<file path="src/rtl/muldiv_pkg.sv">
// Shared types and constants for the iterative multiply/divide unit.
package muldiv_pkg;

    localparam int unsigned DATA_W = 32;
    localparam logic [DATA_W-1:0] DIV0_LO = 32'hFFFFFFFF;

    typedef enum logic [1:0] {
        OP_MULTU = 2'b00,
        OP_MULT  = 2'b01,
        OP_DIVU  = 2'b10,
        OP_DIV   = 2'b11
    } op_e;

    typedef enum logic [1:0] {
        ST_IDLE,
        ST_RUN,
        ST_FIX,
        ST_DONE
    } state_e;

    function automatic logic [DATA_W-1:0] mag(input logic [DATA_W-1:0] v, input logic neg);
        return neg ? (~v + 1'b1) : v;
    endfunction

endpackage

</file>
<file path="src/rtl/muldiv_iter.sv">
// Operand/accumulator registers and one RADIX_BITS-wide shift-add or restoring-divide step.
// The multiply datapath exists only when MULDIV_MULT_EN is defined.
module muldiv_iter
    import muldiv_pkg::*;
#(
    parameter int unsigned RADIX_BITS = 1
) (
    input  logic                clk,
    input  logic                rst_n,
    input  logic                load_i,
    input  logic                step_i,
`ifdef MULDIV_MULT_EN
    input  logic                is_div_i,
`endif
    input  logic [DATA_W-1:0]   opa_i,
    input  logic [DATA_W-1:0]   opb_i,
    output logic [2*DATA_W-1:0] acc_o
);

    logic [2*DATA_W-1:0] acc_q, acc_d;
    logic [DATA_W-1:0]   a_q, a_d;
    logic [DATA_W-1:0]   b_q, b_d;
    logic [DATA_W:0]     rem33;
    logic [DATA_W:0]     trial;
`ifdef MULDIV_MULT_EN
    logic [DATA_W:0]     sum;
`endif

    always_comb begin
        acc_d = acc_q;
        a_d   = a_q;
        b_d   = b_q;
        rem33 = '0;
        trial = '0;
`ifdef MULDIV_MULT_EN
        sum   = '0;
`endif
        if (load_i) begin
            a_d   = opa_i;
            b_d   = opb_i;
            acc_d = '0;
        end else if (step_i) begin
            for (int unsigned i = 0; i < RADIX_BITS; i++) begin
`ifdef MULDIV_MULT_EN
                if (!is_div_i) begin
                    // multiplier consumed from b LSB; carry lands in acc MSB on the right shift
                    sum   = {1'b0, acc_d[2*DATA_W-1:DATA_W]} + (b_d[0] ? {1'b0, a_q} : '0);
                    acc_d = {sum, acc_d[DATA_W-1:1]};
                    b_d   = {1'b0, b_d[DATA_W-1:1]};
                end else
`endif
                begin
                    // acc = {remainder, quotient}; dividend bits shift in from b MSB
                    rem33 = {acc_d[2*DATA_W-1:DATA_W], b_d[DATA_W-1]};
                    trial = rem33 - {1'b0, a_q};
                    if (!trial[DATA_W]) begin
                        acc_d = {trial[DATA_W-1:0], acc_d[DATA_W-2:0], 1'b1};
                    end else begin
                        acc_d = {rem33[DATA_W-1:0], acc_d[DATA_W-2:0], 1'b0};
                    end
                    b_d = {b_d[DATA_W-2:0], 1'b0};
                end
            end
        end
    end

    always_ff @(posedge clk or negedge rst_n) begin
        if (!rst_n) begin
            acc_q <= '0;
            a_q   <= '0;
            b_q   <= '0;
        end else begin
            acc_q <= acc_d;
            a_q   <= a_d;
            b_q   <= b_d;
        end
    end

    assign acc_o = acc_q;

endmodule

</file>
<file path="src/rtl/muldiv_unit.sv">
// MIPS HI/LO multiply/divide unit: FSM, sign correction, HI/LO and MTHI/MTLO writes.
// MULDIV_MULT_EN enables MULT/MULTU; otherwise multiply starts are ignored.
module muldiv_unit
    import muldiv_pkg::*;
#(
    parameter int unsigned RADIX_BITS = 1
) (
    input  logic              clk,
    input  logic              reset,
    input  logic              start,
    input  logic [1:0]        op,
    input  logic [DATA_W-1:0] rs_val,
    input  logic [DATA_W-1:0] rt_val,
    input  logic              mthi_en,
    input  logic              mtlo_en,
    input  logic [DATA_W-1:0] wdata,
    output logic              busy,
    output logic              done,
    output logic [DATA_W-1:0] hi,
    output logic [DATA_W-1:0] lo
);

    localparam int unsigned N    = DATA_W / RADIX_BITS;
    localparam logic [4:0]  LAST = 5'(N - 1);

    state_e              state_q, state_d;
    logic [4:0]          cnt_q, cnt_d;
    logic [DATA_W-1:0]   hi_q, hi_d, lo_q, lo_d;
    logic                sa_q, sa_d, sb_q, sb_d, div0_q, div0_d;
`ifdef MULDIV_MULT_EN
    logic                is_div_q, is_div_d;
`endif
    logic                accept, op_ok, op_signed, launch;
    logic [2*DATA_W-1:0] acc;
    logic [DATA_W-1:0]   quot_fix, rem_fix;

    assign accept    = (state_q == ST_IDLE) || (state_q == ST_DONE);
    assign op_signed = (op == OP_MULT) || (op == OP_DIV);
`ifdef MULDIV_MULT_EN
    assign op_ok = 1'b1;
`else
    assign op_ok = (op == OP_DIVU) || (op == OP_DIV);
`endif
    assign launch = accept && start && op_ok;

    muldiv_iter #(.RADIX_BITS(RADIX_BITS)) u_iter (
        .clk      (clk),
        .rst_n    (reset),
        .load_i   (launch),
        .step_i   (state_q == ST_RUN),
`ifdef MULDIV_MULT_EN
        .is_div_i (is_div_q),
`endif
        .opa_i    (mag(rt_val, op_signed && rt_val[DATA_W-1])),
        .opb_i    (mag(rs_val, op_signed && rs_val[DATA_W-1])),
        .acc_o    (acc)
    );

    // remainder takes the dividend sign, so a zero divisor yields the raw rs in HI
    assign quot_fix = div0_q ? DIV0_LO :
                      ((sa_q ^ sb_q) ? (~acc[DATA_W-1:0] + 1'b1) : acc[DATA_W-1:0]);
    assign rem_fix  = sa_q ? (~acc[2*DATA_W-1:DATA_W] + 1'b1) : acc[2*DATA_W-1:DATA_W];

    always_comb begin
        state_d  = state_q;
        cnt_d    = cnt_q;
        hi_d     = hi_q;
        lo_d     = lo_q;
        sa_d     = sa_q;
        sb_d     = sb_q;
        div0_d   = div0_q;
`ifdef MULDIV_MULT_EN
        is_div_d = is_div_q;
`endif
        case (state_q)
            ST_IDLE, ST_DONE: begin
                if (launch) begin
                    state_d  = ST_RUN;
                    cnt_d    = '0;
                    sa_d     = op_signed && rs_val[DATA_W-1];
                    sb_d     = op_signed && rt_val[DATA_W-1];
                    div0_d   = (rt_val == '0);
`ifdef MULDIV_MULT_EN
                    is_div_d = op[1];
`endif
                end else begin
                    state_d = ST_IDLE;
                    if (mthi_en) hi_d = wdata;
                    if (mtlo_en) lo_d = wdata;
                end
            end
            ST_RUN: begin
                cnt_d = cnt_q + 5'd1;
                if (cnt_q == LAST) state_d = ST_FIX;
            end
            ST_FIX: begin
                state_d = ST_DONE;
                hi_d    = rem_fix;
                lo_d    = quot_fix;
`ifdef MULDIV_MULT_EN
                if (!is_div_q) {hi_d, lo_d} = (sa_q ^ sb_q) ? (~acc + 64'd1) : acc;
`endif
            end
            default: state_d = ST_IDLE;
        endcase
    end

    always_ff @(posedge clk or negedge reset) begin
        if (!reset) begin
            state_q  <= ST_IDLE;
            cnt_q    <= '0;
            hi_q     <= '0;
            lo_q     <= '0;
            sa_q     <= 1'b0;
            sb_q     <= 1'b0;
            div0_q   <= 1'b0;
`ifdef MULDIV_MULT_EN
            is_div_q <= 1'b0;
`endif
        end else begin
            state_q  <= state_d;
            cnt_q    <= cnt_d;
            hi_q     <= hi_d;
            lo_q     <= lo_d;
            sa_q     <= sa_d;
            sb_q     <= sb_d;
            div0_q   <= div0_d;
`ifdef MULDIV_MULT_EN
            is_div_q <= is_div_d;
`endif
        end
    end

    assign busy = (state_q == ST_RUN) || (state_q == ST_FIX);
    assign done = (state_q == ST_DONE);
    assign hi   = hi_q;
    assign lo   = lo_q;

endmodule

</file>
<file path="config.mk">
export PLATFORM = sky130hd
export DESIGN_NAME = muldiv_unit
export DESIGN_NICKNAME = d
export VERILOG_FILES = /design/src/rtl/muldiv_pkg.sv /design/src/rtl/muldiv_iter.sv /design/src/rtl/muldiv_unit.sv
export SDC_FILE = /design/constraint.sdc
export NUM_CORES = 1
export LEC_CHECK = 0
export ABC_CLOCK_PERIOD_IN_PS = 8700
export CORE_UTILIZATION = 40
export CTS_BUF_LIST = sky130_fd_sc_hd__clkbuf_8 sky130_fd_sc_hd__clkbuf_16
export DETAILED_ROUTE_END_ITERATION = 8
export PLACE_DENSITY = 0.67
export REMOVE_ABC_BUFFERS = 1
export SYNTH_ARGS = -nofsm -noshare
export SYNTH_HDL_FRONTEND = slang
export SYNTH_SLANG_ARGS = --single-unit
export TNS_END_PERCENT = 50
</file>
<file path="constraint.sdc">
create_clock -name clk -period 8.7 [get_ports clk]
set_input_delay 1.74 -clock clk [delete_from_list [all_inputs] [get_ports clk]]
set_output_delay 1.74 -clock clk [all_outputs]
set_load 0.02 [all_outputs]
</file>
==> results by group, run 1 <==
Timing
  – Post-route clock period utilization: about half
  – Clk_skew: ~15 ps
  – Count of final setup violators: 0
  – Fin. Hold Viols: 0
  – Setup TNS: 0 ps
  – Peak Freq: around 240 MHz
  – Minimum clock period: between 4000 and 5000 ps
  – RSZ-0062 raised after global routing: false
  – Max Slew Vio Count: 0
  – Worst-Margin Slew: about 1000 ps
  – Rel. slew slack: 30.4%

Synthesis
  – Synthesized area: roughly 13000 um^2
  – Synth area leaders: dfrtp_1 39%, o21ai_0 7.9%, nand2_1 6.1%
  – Seq cells post-synth: between 200 and 250
  – Top cell type's share of synthesized area: 38.9%
  – Yosys top cell by area: dfrtp_1
  – Cells after Synth: around 1.5k
  – Synth Warn #: 0
  – Register area share after synthesis: approximately two fifths
  – Mean Syn Cell Area: 8.49 um^2
  – Number of synthesized flops with an enable pin: 0
  – Synth unique cells: 70
  – Ys async rst share: 100%
  – Predominant post-synthesis flop cell: dfrtp_1

Global routing
  – First-pass GRT wire length: between 50 and 60 mm
  – Total global routing overflow: 0
  – Number of global-route vias before repair: roughly 11k
  – Largest net degree at the start of global routing: about 110
  – Initial antenna violation count: 0
  – Gr usage total: between 20 and 25%

Die
  – Full die area: 33200 um^2
  – Die H: 182 um
  – Core area: roughly 32000 um^2
  – Rows: 65
  – DIE WIDTH: 182 um
  – Io pins: ~170
  – Initial Utilization: between 40% and 50%

Clock tree
  – CTS tree: built
  – Clock slew at reported path FFs: around 60 ps
  – Clock Root Buffer: clkbuf_16
  – Longest Clk Path Bufs: 3
  – Htree depth: 1
  – CTS Buf Count: 25
  – Post-CTS setup repair buffer count: 0
  – Hold_buf cts: 0
  – Clock sink count: between 200 and 250
  – Resized cells post-CTS: 0
  – Clk Latency, worst-skew pair: 530 ps

Worst setup path
  – Critical Path Sink Type: flip-flop
  – CP max-delay cell: nor4_1
  – Critical path fanouts, max: 4
  – Top delay family on crit path: simple AND/OR/NAND/NOR gates
  – Slowest Stage Delay on Critical Path: ~520 ps
  – Setup CP Type: in -> reg
  – Startpoint types: input port
  – CP bufs+invs: 1
  – CP cell instances: clkdlybuf4s50_1 -> nor4_2 -> and2_1 -> nand3b_1 -> nor4_1 -> and3_1 -> nand2_1 -> o41ai_1 -> xor2_1 -> a21oi_1
  – Critical Path AT: around 4600 ps
  – Required @ worst endpoint: between 9000 and 10000 ps

Cells and area
  – Area grow syn2layout: 21.9%
  – Filler cells: 3024
  – Final Util: 49.8%
  – Final instance area: ~16000 um^2
  – Most common cell after layout, fill and taps aside: nand2_1
  – # diodes: 0
  – Fin nets: between 1.5k and 2k
  – Commonest cells after routing, fill and taps aside: 210 x nand2_1, 204 x o21ai_0, 202 x dfrtp_1, 167 x clkdlybuf4s50_1, 106 x a21oi_1
  – Share of cells above drive strength 1: roughly 5.0%

Route
  – WL/cell: 16.0 um
  – WL met2: roughly 15 mm
  – Antenna-violating nets left: 0
  – Via count: roughly 11k
  – Residual DRC: 0
  – M1 WL: approximately 16 mm
  – Via/cell ratio: about 5.3
  – Drt pass-1 iters: 5
  – DRT Wirelength: roughly 34 mm
  – Highest routed layer: met4
  – Starting DRT DRC Count: 712
  – Met3 WL: ~1.5 mm

Place
  – Final Wtd Congestion: approximately 0.87
  – IO Port Bufs: between 150 and 200
  – Placed Instance Area: around 15000 um^2
  – Post-DP HPWL: ~24 mm

Power and ir drop
  – Pwr dens: 414 nW/um^2
  – Peak VDD IR: around 0.19 mV
  – Total power: approximately 6.6 mW
  – Leak: approximately 6.9 nW

Worst hold path
  – Tightest Hold Check Type: reg -> reg

Outcome
  – Status: finished, final reports clean

Flow run
  – Max_cap viols: 0
-- power by group --
group	total (mW)	switching, mW	internal [mW]
clock network	1.03	0.407	0.624
registers	1.68	0.337	1.35
logic	3.84	2.26	1.58
total	6.55	3.00	3.55
-- worst paths after layout --
path                                                    from                      endpoint  slack [ps]  depth (start not counted)
worst min-delay path                       hi[8]$_DFFE_PN0P_             hi[8]$_DFFE_PN0P_         480                          2
worst max register to register  u_iter.acc_o[32]$_DFFE_PN0P_  u_iter.acc_o[41]$_DFFE_PN0P_        4930                         12
worst max-delay path                               rs_val[4]    u_iter.b_q[30]$_DFFE_PN0P_        4510                         10
min in group asynchronous                              reset            div0_q$_DFFE_PN0P_        1230                          1
worst min register to register             hi[8]$_DFFE_PN0P_             hi[8]$_DFFE_PN0P_         480                          2
max in group asynchronous                              reset    u_iter.b_q[13]$_DFFE_PN0P_        6140                          2
-- worst reg2reg max path, cell delays in order, from the launching register on --
cell and delay, ps:
dfrtp_1 490, inv_1 140, fa_1 470, nand2b_1 190, a21oi_1 210, o31a_1 310
a211o_1 280, a21oi_2 130, o211ai_4 310, buf_4 500, mux2_1 400, mux2i_1 140
nor2_1 50
-- cells by family (layout without fill, tap and decap cells) --
kind of cell               count (synthesis)  count (layout)  synth area share (%)
AOI/OAI and AO/OA                        474             474                  21.5
xor gates and xnor gates                 144             144                  9.70
adders and majority gates                 42              42                  4.10
buffers and inverters                    145             279                  4.41
DFF                                      202             202                  38.9
muxes                                     70              70                  5.40
and+or+nand+nor                          454             454                  16.0
-- stage by stage --
step	hold WS, ps	cells	worst slack, ps
finish	476	2100	4510
global placement	464	2056	4160
CTS	482	2100	4520
floorplan	435	1440	1870
global route	492	2100	4300
detailed placement	469	2056	4010
-- area by class of cell --
class / instances / area, um^2 / share of cell area [%]
Clock buffer: 30 / 694 / 4.38
Clock inverter: 14 / 128 / 0.805
Inverter: 54 / 203 / 1.28
Multi-Input combinational cell: 1184 / 7440 / 47.0
Sequential cell: 202 / 5050 / 31.9
Tap cell: 435 / 544 / 3.43
Timing Repair Buffer: 181 / 1780 / 11.3
-- metal layers --
metal,GRT usage [%],vias up
met3,2.87,43
met2,32.6,271
met5,0,-
li1,-,5658
met1,28.6,5228
met4,4.54,0
-- registers in the layout, summed over array words and instances, names as in the netlist --
signal        cells
div0_q            1
u_iter.b_q       32
lo               32
state_q           2
sa_q              1
cnt_q             5
hi               32
u_iter.a_q       32
sb_q              1
u_iter.acc_o     64
-- cells in the mapped netlist, drive strengths merged, types with 3 or more instances --
master  instances
or3            11
o31ai          18
a21oi         108
o21bai          4
o22ai          33
xnor2          60
nand3          15
a21boi          5
and2            8
or4            10
inv            54
nand2b          9
o21a            3
ha             41
nand4           7
nor2b          14
clkbuf         76
o211ai          6
xor2           84
o21ai         226
a221oi          5
dfrtp         202
nor3           24
a211oi          7
buf            15
nor2           98
nand3b          4
or2             5
nor4           18
a21o           14
a31oi           9
mux2i          69
and3           16
o41ai          12
nand2         210
o311ai          3
No activity file was read; power rests on OpenSTA's default activity.
==> run 2, diff against run 1 <==
--- a/config.mk
+++ b/config.mk
@@ -5,7 +5,7 @@
 export SDC_FILE = /design/constraint.sdc
 export NUM_CORES = 1
 export LEC_CHECK = 0
-export ABC_CLOCK_PERIOD_IN_PS = 8700
+export ABC_CLOCK_PERIOD_IN_PS = 4100
 export CORE_UTILIZATION = 40
 export CTS_BUF_LIST = sky130_fd_sc_hd__clkbuf_8 sky130_fd_sc_hd__clkbuf_16
 export DETAILED_ROUTE_END_ITERATION = 8
==> constraint.sdc (replaced) <==
create_clock -name clk -period 4.1 [get_ports clk]
set_input_delay 0.82 -clock clk [delete_from_list [all_inputs] [get_ports clk]]
set_output_delay 0.82 -clock clk [all_outputs]
set_load 0.02 [all_outputs]
==> run 2 against run 1 <==
Against the previous run: register-to-register slack worse by 4200 ps; clock power is 100% higher; combinational power is 110% higher; die area stayed put; critical path depth is 1 higher; non-clock buffer count is 5 higher; clock skew is 8.7 ps higher; clock-buffer cell count is 2 lower; global-route usage hardly changed; sequential power is 110% higher; flip-flop and latch count stayed put; largest power group unchanged; highest routed layer unchanged.
==> results by group, run 2 (same netlist as run 1, synthesis figures left out) <==
Route
  – WL/cell: 15.9 um (was 16.0 um)
  – Via/cell ratio: 5.35 (was 5.33)
  – Residual DRC: 0 (unchanged)
  – Via count: 11.3k (was 11.2k)
  – Drt pass-1 iters: 5 (unchanged)
  – Starting DRT DRC Count: 724 (was 712)
  – Antenna-violating nets left: 0 (unchanged)
  – DRT Wirelength: 33.6 mm (was 33.5 mm)

Place
  – Placed Instance Area: 15100 um^2 (was 15000 um^2)
  – IO Port Bufs: 168 (unchanged)
  – Post-DP HPWL: 24.3 mm (was 24.0 mm)
  – DP Worst Slack: 355 ps (was 4010 ps)
  – Final Wtd Congestion: 0.855 (was 0.867)

Die
  – Rows: 65 (unchanged)
  – Die H: 182 um (unchanged)
  – Full die area: 33200 um^2 (unchanged)
  – Core area: 31800 um^2 (unchanged)
  – Io pins: 169 (unchanged)
  – DIE WIDTH: 182 um (unchanged)
  – Initial Utilization: 40.9% (unchanged)

Flow run
  – Max_cap viols: 0 (unchanged)

Clock tree
  – Htree depth: 1 (unchanged)
  – Resized cells post-CTS: 0 (unchanged)
  – Hold_buf cts: 0 (unchanged)
  – CTS tree: built (unchanged)
  – Longest Clk Path Bufs: 3 (unchanged)
  – CTS Buf Count: 25 (unchanged)
  – Post-CTS setup repair buffer count: 0 (unchanged)
  – Clock slew at reported path FFs: 60 ps (about the same)
  – Clock Root Buffer: clkbuf_16 (unchanged)
  – Clock sink count: 202 (unchanged)
  – Clk Latency, worst-skew pair: 530 ps (about the same)

Timing
  – Peak Freq: 295 MHz
  – Clk_skew: 23.9 ps (was 15.2 ps)
  – Count of final setup violators: 0 (unchanged)
  – Post-route clock period utilization: roughly 83%
  – RSZ-0062 raised after global routing: false (unchanged)
  – Rel. slew slack: 37.6% (was 30.4%)
  – Worst-Margin Slew: 937 ps (was 1040 ps)
  – Max Slew Vio Count: 0 (unchanged)
  – Minimum clock period: between 3000 and 4000 ps
  – Fin. Hold Viols: 0 (unchanged)
  – Worst setup margin: 710 ps (was 4510 ps)

Worst setup path
  – CP cell instances: inv_1 -> fa_1 -> nand2b_1 -> a21oi_1 -> o31a_1 -> a211o_1 -> a21oi_2 -> o211ai_4 -> buf_4 -> mux2i_1 -> a21oi_1 (was clkdlybuf4s50_1 -> nor4_2 -> and2_1 -> nand3b_1 -> nor4_1 -> and3_1 -> nand2_1 -> o41ai_1 -> xor2_1 -> a21oi_1)
  – Setup CP Type: reg -> reg (was in -> reg)
  – Slowest Stage Delay on Critical Path: 480 ps (was 520 ps)
  – Critical Path Sink Type: flip-flop (unchanged)
  – Critical path fanouts, max: 13 (was 4)
  – CP bufs+invs: 2 (was 1)
  – Required @ worst endpoint: 4450 ps (was 9060 ps)
  – Reg2Reg Launch Point: u_iter.acc_o[32]$_DFFE_PN0P_ (unchanged)
  – Cell mode on critical path: a21oi_1
  – CP max-delay cell: dfrtp_1 (was nor4_1)
  – Setup crit start: u_iter.acc_o[32]$_DFFE_PN0P_ (was rs_val[4])
  – Critical Path AT: 3740 ps (was 4550 ps)
  – Startpoint types: flip-flop (was input port)
  – Top delay family on crit path: compound AO/OA/AOI/OAI gates (was simple AND/OR/NAND/NOR gates)

Cells and area
  – Share of cells above drive strength 1: 5.27% (was 4.98%)
  – Filler cells: 3067 (was 3024)
  – Commonest cells after routing, fill and taps aside: 210 x nand2_1, 204 x o21ai_0, 202 x dfrtp_1, 167 x clkdlybuf4s50_1, 106 x a21oi_1 (unchanged)
  – Fin nets: 1798 (was 1793)
  – Most common cell after layout, fill and taps aside: nand2_1 (unchanged)
  – Max reg flops: 64 (unchanged)
  – Area grow syn2layout: 22.2% (was 21.9%)
  – Final instance area: 15900 um^2 (was 15800 um^2)
  – # diodes: 0 (unchanged)

Outcome
  – Status: finished, final reports clean (unchanged)

Power and ir drop
  – Leak: 6.87 nW (was 6.86 nW)
  – Pwr dens: 872 nW/um^2 (was 414 nW/um^2)
  – Peak VDD IR: 0.455 mV (was 0.194 mV)

Global routing
  – Number of global-route vias before repair: 10.7k (about the same)
  – Largest net degree at the start of global routing: 132 (was 107)
  – Initial antenna violation count: 0 (unchanged)
  – Total global routing overflow: 0 (unchanged)
  – Gr usage total: 20.2% (about the same)
  – First-pass GRT wire length: 55.2 mm (was 55.5 mm)

Worst hold path
  – Tightest Hold Check Type: in -> async (was reg -> reg)
-- run 2: changes by cell type in the layout (fill, tap and decap cells not counted), moves of 2 or more --
cell        change
clkinv_2        +2
clkinvlp_4      +2
buf_12          +4
clkbuf_8        -2
-- run 2: stage by stage --
stage	hold slack (ps)	instances	setup TNS [ps]	total power, mW	util [%]
floorplan	435	1440	-120560	9.29	-
global placement	464	2061	0	11.7	47.5
detailed placement	470	2061	0	11.8	47.5
CTS	454	2105	0	14.0	50.0
global route	493	2105	0	15.1	50.0
finish	429	2105	0	13.9	50.0
-- run 2: power by group --
group	leakage, nW	switching (mW)	total, mW	internal (mW)
Sequential	2.56	0.728	3.58	2.85
Combinational	3.91	4.78	8.20	3.42
Clock	0.403	0.859	2.08	1.22
Total	6.87	6.37	13.9	7.50
-- run 2: per-layer routing --
layer	vias to the layer above	GRT usage [%]	part of all wire [%]
met2	227	33.5	46
li1	5658	-	-
met1	5348	28.0	48
met4	0	4.30	1.3
met3	38	2.57	4.2
met5	-	0	0
-- run 2: cell type report --
cell class / count / area, um^2 / area share, %
clock inverter: 16 / 111 / 0.701
sequential: 202 / 5050 / 31.8
inverter: 54 / 203 / 1.28
timing repair buffer: 186 / 1870 / 11.8
multi-input combinational: 1184 / 7440 / 46.8
tap: 435 / 544 / 3.42
clock buffer: 28 / 667 / 4.20
-- run 2: worst paths after layout --
kind	end	slack, ps	depth (start not counted)
max in group asynchronous	lo[17]$_DFFE_PN0P_	2740	2
max	u_iter.acc_o[56]$_DFFE_PN0P_	710	11
min reg2reg	hi[8]$_DFFE_PN0P_	470	2
min in group clk	hi[8]$_DFFE_PN0P_	470	2
min	u_iter.a_q[29]$_DFFE_PN0P_	430	1
max reg2reg	u_iter.acc_o[56]$_DFFE_PN0P_	710	11
==> run 3, diff against run 2 <==
--- a/config.mk
+++ b/config.mk
@@ -5,11 +5,11 @@
 export SDC_FILE = /design/constraint.sdc
 export NUM_CORES = 1
 export LEC_CHECK = 0
-export ABC_CLOCK_PERIOD_IN_PS = 4100
+export ABC_CLOCK_PERIOD_IN_PS = 2800
 export CORE_UTILIZATION = 40
 export CTS_BUF_LIST = sky130_fd_sc_hd__clkbuf_8 sky130_fd_sc_hd__clkbuf_16
 export DETAILED_ROUTE_END_ITERATION = 8
-export PLACE_DENSITY = 0.67
+export PLACE_DENSITY = 0.69
 export REMOVE_ABC_BUFFERS = 1
 export SYNTH_ARGS = -nofsm -noshare
 export SYNTH_HDL_FRONTEND = slang
==> constraint.sdc (replaced) <==
create_clock -name clk -period 2.8 [get_ports clk]
set_input_delay 0.56 -clock clk [delete_from_list [all_inputs] [get_ports clk]]
set_output_delay 0.56 -clock clk [all_outputs]
set_load 0.02 [all_outputs]
==> run 3 against run 2 <==
Against the previous run: the run now ends with hold timing, setup timing left; maximum frequency is 16% higher; sequential power is 40% higher; clock power is 68% higher; core utilization is 4.8 points higher; non-clock buffer count is 148 higher; critical path type unchanged; critical endpoint is now u_iter.acc_o[57]$_DFFE_PN0P_.
==> results by group, run 3 (same netlist as run 1, synthesis figures left out) <==
Route
  – Via count: 11.9k (was 11.3k)
  – Drt pass-1 iters: 5 (unchanged)
  – Starting DRT DRC Count: 724 (unchanged)
  – Residual DRC: 0 (unchanged)
  – Antenna-violating nets left: 0 (unchanged)
  – Via/cell ratio: 5.29 (was 5.35)
  – WL/cell: 15.7 um (was 15.9 um)
  – DRT Wirelength: 35.3 mm (was 33.6 mm)

Die
  – Full die area: 33200 um^2 (unchanged)
  – DIE WIDTH: 182 um (unchanged)
  – Die H: 182 um (unchanged)
  – Io pins: 169 (unchanged)
  – Initial Utilization: 40.9% (unchanged)
  – Core area: 31800 um^2 (unchanged)
  – Rows: 65 (unchanged)

Clock tree
  – Hold_buf cts: 0 (unchanged)
  – Clock slew at reported path FFs: 60 ps (about the same)
  – CTS Buf Count: 25 (unchanged)
  – Htree depth: 1 (unchanged)
  – Longest Clk Path Bufs: 3 (unchanged)
  – CTS tree: built (unchanged)
  – Clk Latency, worst-skew pair: 540 ps (was 530 ps)
  – Clock sink count: 202 (unchanged)
  – Clock Root Buffer: clkbuf_16 (unchanged)

Power and ir drop
  – Gate power share: 62.9% (was 59.1%)
  – Switch Pwr: 10.1 mW (was 6.37 mW)
  – Leak: 7.70 nW (was 6.87 nW)
  – Pwr dens: 1320 nW/um^2 (was 872 nW/um^2)
  – Switching Share: 43.9% (was 45.9%)
  – Internal power: 12.9 mW (was 7.50 mW)
  – Clock share of power: 15.3% (was 15.0%)
  – Peak VDD IR: 0.752 mV (was 0.455 mV)
  – Flop pwr share: 21.8% (was 25.8%)

Worst setup path
  – Critical path fanouts, max: 7 (was 13)
  – Required @ worst endpoint: 3240 ps (was 4450 ps)
  – Startpoint types: flip-flop (unchanged)
  – Setup CP Type: reg -> reg (unchanged)
  – Reg2Reg Capture Point: u_iter.acc_o[57]$_DFFE_PN0P_ (was u_iter.acc_o[56]$_DFFE_PN0P_)
  – Critical Path AT: 3370 ps (was 3740 ps)
  – Reg2Reg Setup Slack: -130 ps (was 710 ps)
  – R2R depth: 13 (was 11)
  – Critical Path Sink Type: flip-flop (unchanged)
  – Reg2Reg Launch Point: u_iter.b_q[31]$_DFFE_PN0P_ (was u_iter.acc_o[32]$_DFFE_PN0P_)

Outcome
  – Failing checks: hold timing, setup timing
  – Status: finished, violations left (was finished, final reports clean)

Global routing
  – Largest net degree at the start of global routing: 132 (unchanged)
  – Number of global-route vias before repair: 11.4k (was 10.7k)
  – Gr usage total: 21.0% (was 20.2%)
  – Initial antenna violation count: 0 (unchanged)
  – First-pass GRT wire length: 57.8 mm (was 55.2 mm)
  – Total global routing overflow: 0 (unchanged)

Timing
  – Post-route clock period utilization: 104% (was 82.7%)
  – Fin. Hold Viols: 2 (was 0)
  – Worst-Margin Slew: 1010 ps (was 937 ps)
  – Setup TNS: -2170 ps (was 0 ps)
  – Rel. slew slack: 32.3% (was 37.6%)
  – Minimum clock period: 2930 ps (was 3390 ps)
  – Peak Freq: 342 MHz (was 295 MHz)
  – Worst setup margin: -126 ps (was 710 ps)
  – Count of final setup violators: 36 (was 0)
  – RSZ-0062 raised after global routing: true (was false)
  – Clk_skew: 24.4 ps (was 23.9 ps)
  – Hold slack: -5.27 ps (was 429 ps)
  – Max Slew Vio Count: 0 (unchanged)

Place
  – Final Wtd Congestion: 0.909 (was 0.855)
  – Post-DP HPWL: 26.2 mm (was 24.3 mm)
  – Placed Instance Area: 16100 um^2 (was 15100 um^2)
  – IO Port Bufs: 168 (unchanged)

Cells and area
  – Max reg flops: 64 (unchanged)
  – Commonest cells after routing, fill and taps aside: 210 x nand2_1, 202 x dfrtp_1, 195 x o21ai_0, 167 x clkdlybuf4s50_1, 152 x buf_4 (was 210 x nand2_1, 204 x o21ai_0, 202 x dfrtp_1, 167 x clkdlybuf4s50_1, 106 x a21oi_1)
  – Fin nets: 1946 (was 1798)
  – Final instance area: 17400 um^2 (was 15900 um^2)
  – Area grow syn2layout: 33.9% (was 22.2%)
  – Share of cells above drive strength 1: 14.9% (was 5.27%)
  – Most common cell after layout, fill and taps aside: nand2_1 (unchanged)
  – # diodes: 0 (unchanged)
  – Filler cells: 2871 (was 3067)

Flow run
  – Max_cap viols: 0 (unchanged)

Worst hold path
  – Tightest Hold Check Type: in -> async (unchanged)
-- run 3: per-stage QoR --
step / worst slack (ps) / power [mW] / hold slack (ps) / util, % / cells
detailed placement: -373 / 18.6 / 471 / 50.8 / 2194
finish: -126 / 22.9 / -5.27 / 54.7 / 2255
floorplan: -3070 / 13.6 / 264 / - / 1440
CTS: -172 / 22.5 / 18.5 / 54.0 / 2247
global placement: -337 / 18.3 / 461 / 50.8 / 2194
global route: -225 / 24.8 / 35.6 / 54.7 / 2255
-- run 3: worst max-delay path: stages, from the launching register on --
cell and delay [ps]:
dfrtp_1 380, inv_1 70, ha_2 180, fa_2 210, nand2b_4 150, a21oi_4 60, o31a_1 270, a211o_1 330
a2111o_1 420, o211ai_4 200, buf_6 220, and3_4 180, a21oi_2 40, a21oi_2 130
-- run 3: how the worst max path moves through the flow --
stage / startpoint / end / slack (ps) / cells after the start
finish: u_iter.b_q[31]$_DFFE_PN0P_ / u_iter.acc_o[57]$_DFFE_PN0P_ / -130 / 13
global route: u_iter.b_q[31]$_DFFE_PN0P_ / u_iter.acc_o[46]$_DFFE_PN0P_ / -230 / 13
floorplan: state_q[0]$_DFFE_PN0P_ / hi[26]$_DFFE_PN0P_ / -3070 / 6
CTS: u_iter.b_q[31]$_DFFE_PN0P_ / u_iter.acc_o[39]$_DFFE_PN0P_ / -170 / 13
global placement: rt_val[0] / u_iter.a_q[28]$_DFFE_PN0P_ / -340 / 12
detailed placement: rt_val[0] / u_iter.a_q[28]$_DFFE_PN0P_ / -370 / 12
-- run 3: repair_timing --
item,CTS,global route
endpoints found under the setup margin,37,52
pin swaps,13,16
cloned,1,0
setup buffers,6,8
gates resized for setup,13,43
-- run 3: power by group through the flow --
stage	clock, mW	combinational [mW]	sequential [mW]
finish	3.50	14.4	5.01
global route	3.66	15.9	5.17
CTS	3.56	14.0	5.00
detailed placement	0	13.6	5.04
global placement	0	13.3	4.99
floorplan	0	7.98	5.58
-- run 3: area by class of cell --
cell class | instances | area (um^2) | share of cell area (%)
Timing Repair Buffer | 334 | 3050 | 17.5
Multi-Input combinational cell | 1184 | 7650 | 44.0
Tap cell | 435 | 544 | 3.13
Clock inverter | 17 | 221 | 1.27
Clock buffer | 29 | 681 | 3.91
Inverter | 54 | 203 | 1.16
Sequential cell | 202 | 5050 | 29.0
-- run 3: metal layers --
layer / vias up / global-route usage [%] / wire (um)
met1: 5618 / 29.7 / 16600
met2: 308 / 34.9 / 16600
met4: 0 / 4.57 / 584
met5: - / 0 / 0
met3: 47 / 1.98 / 1560
li1: 5963 / - / -
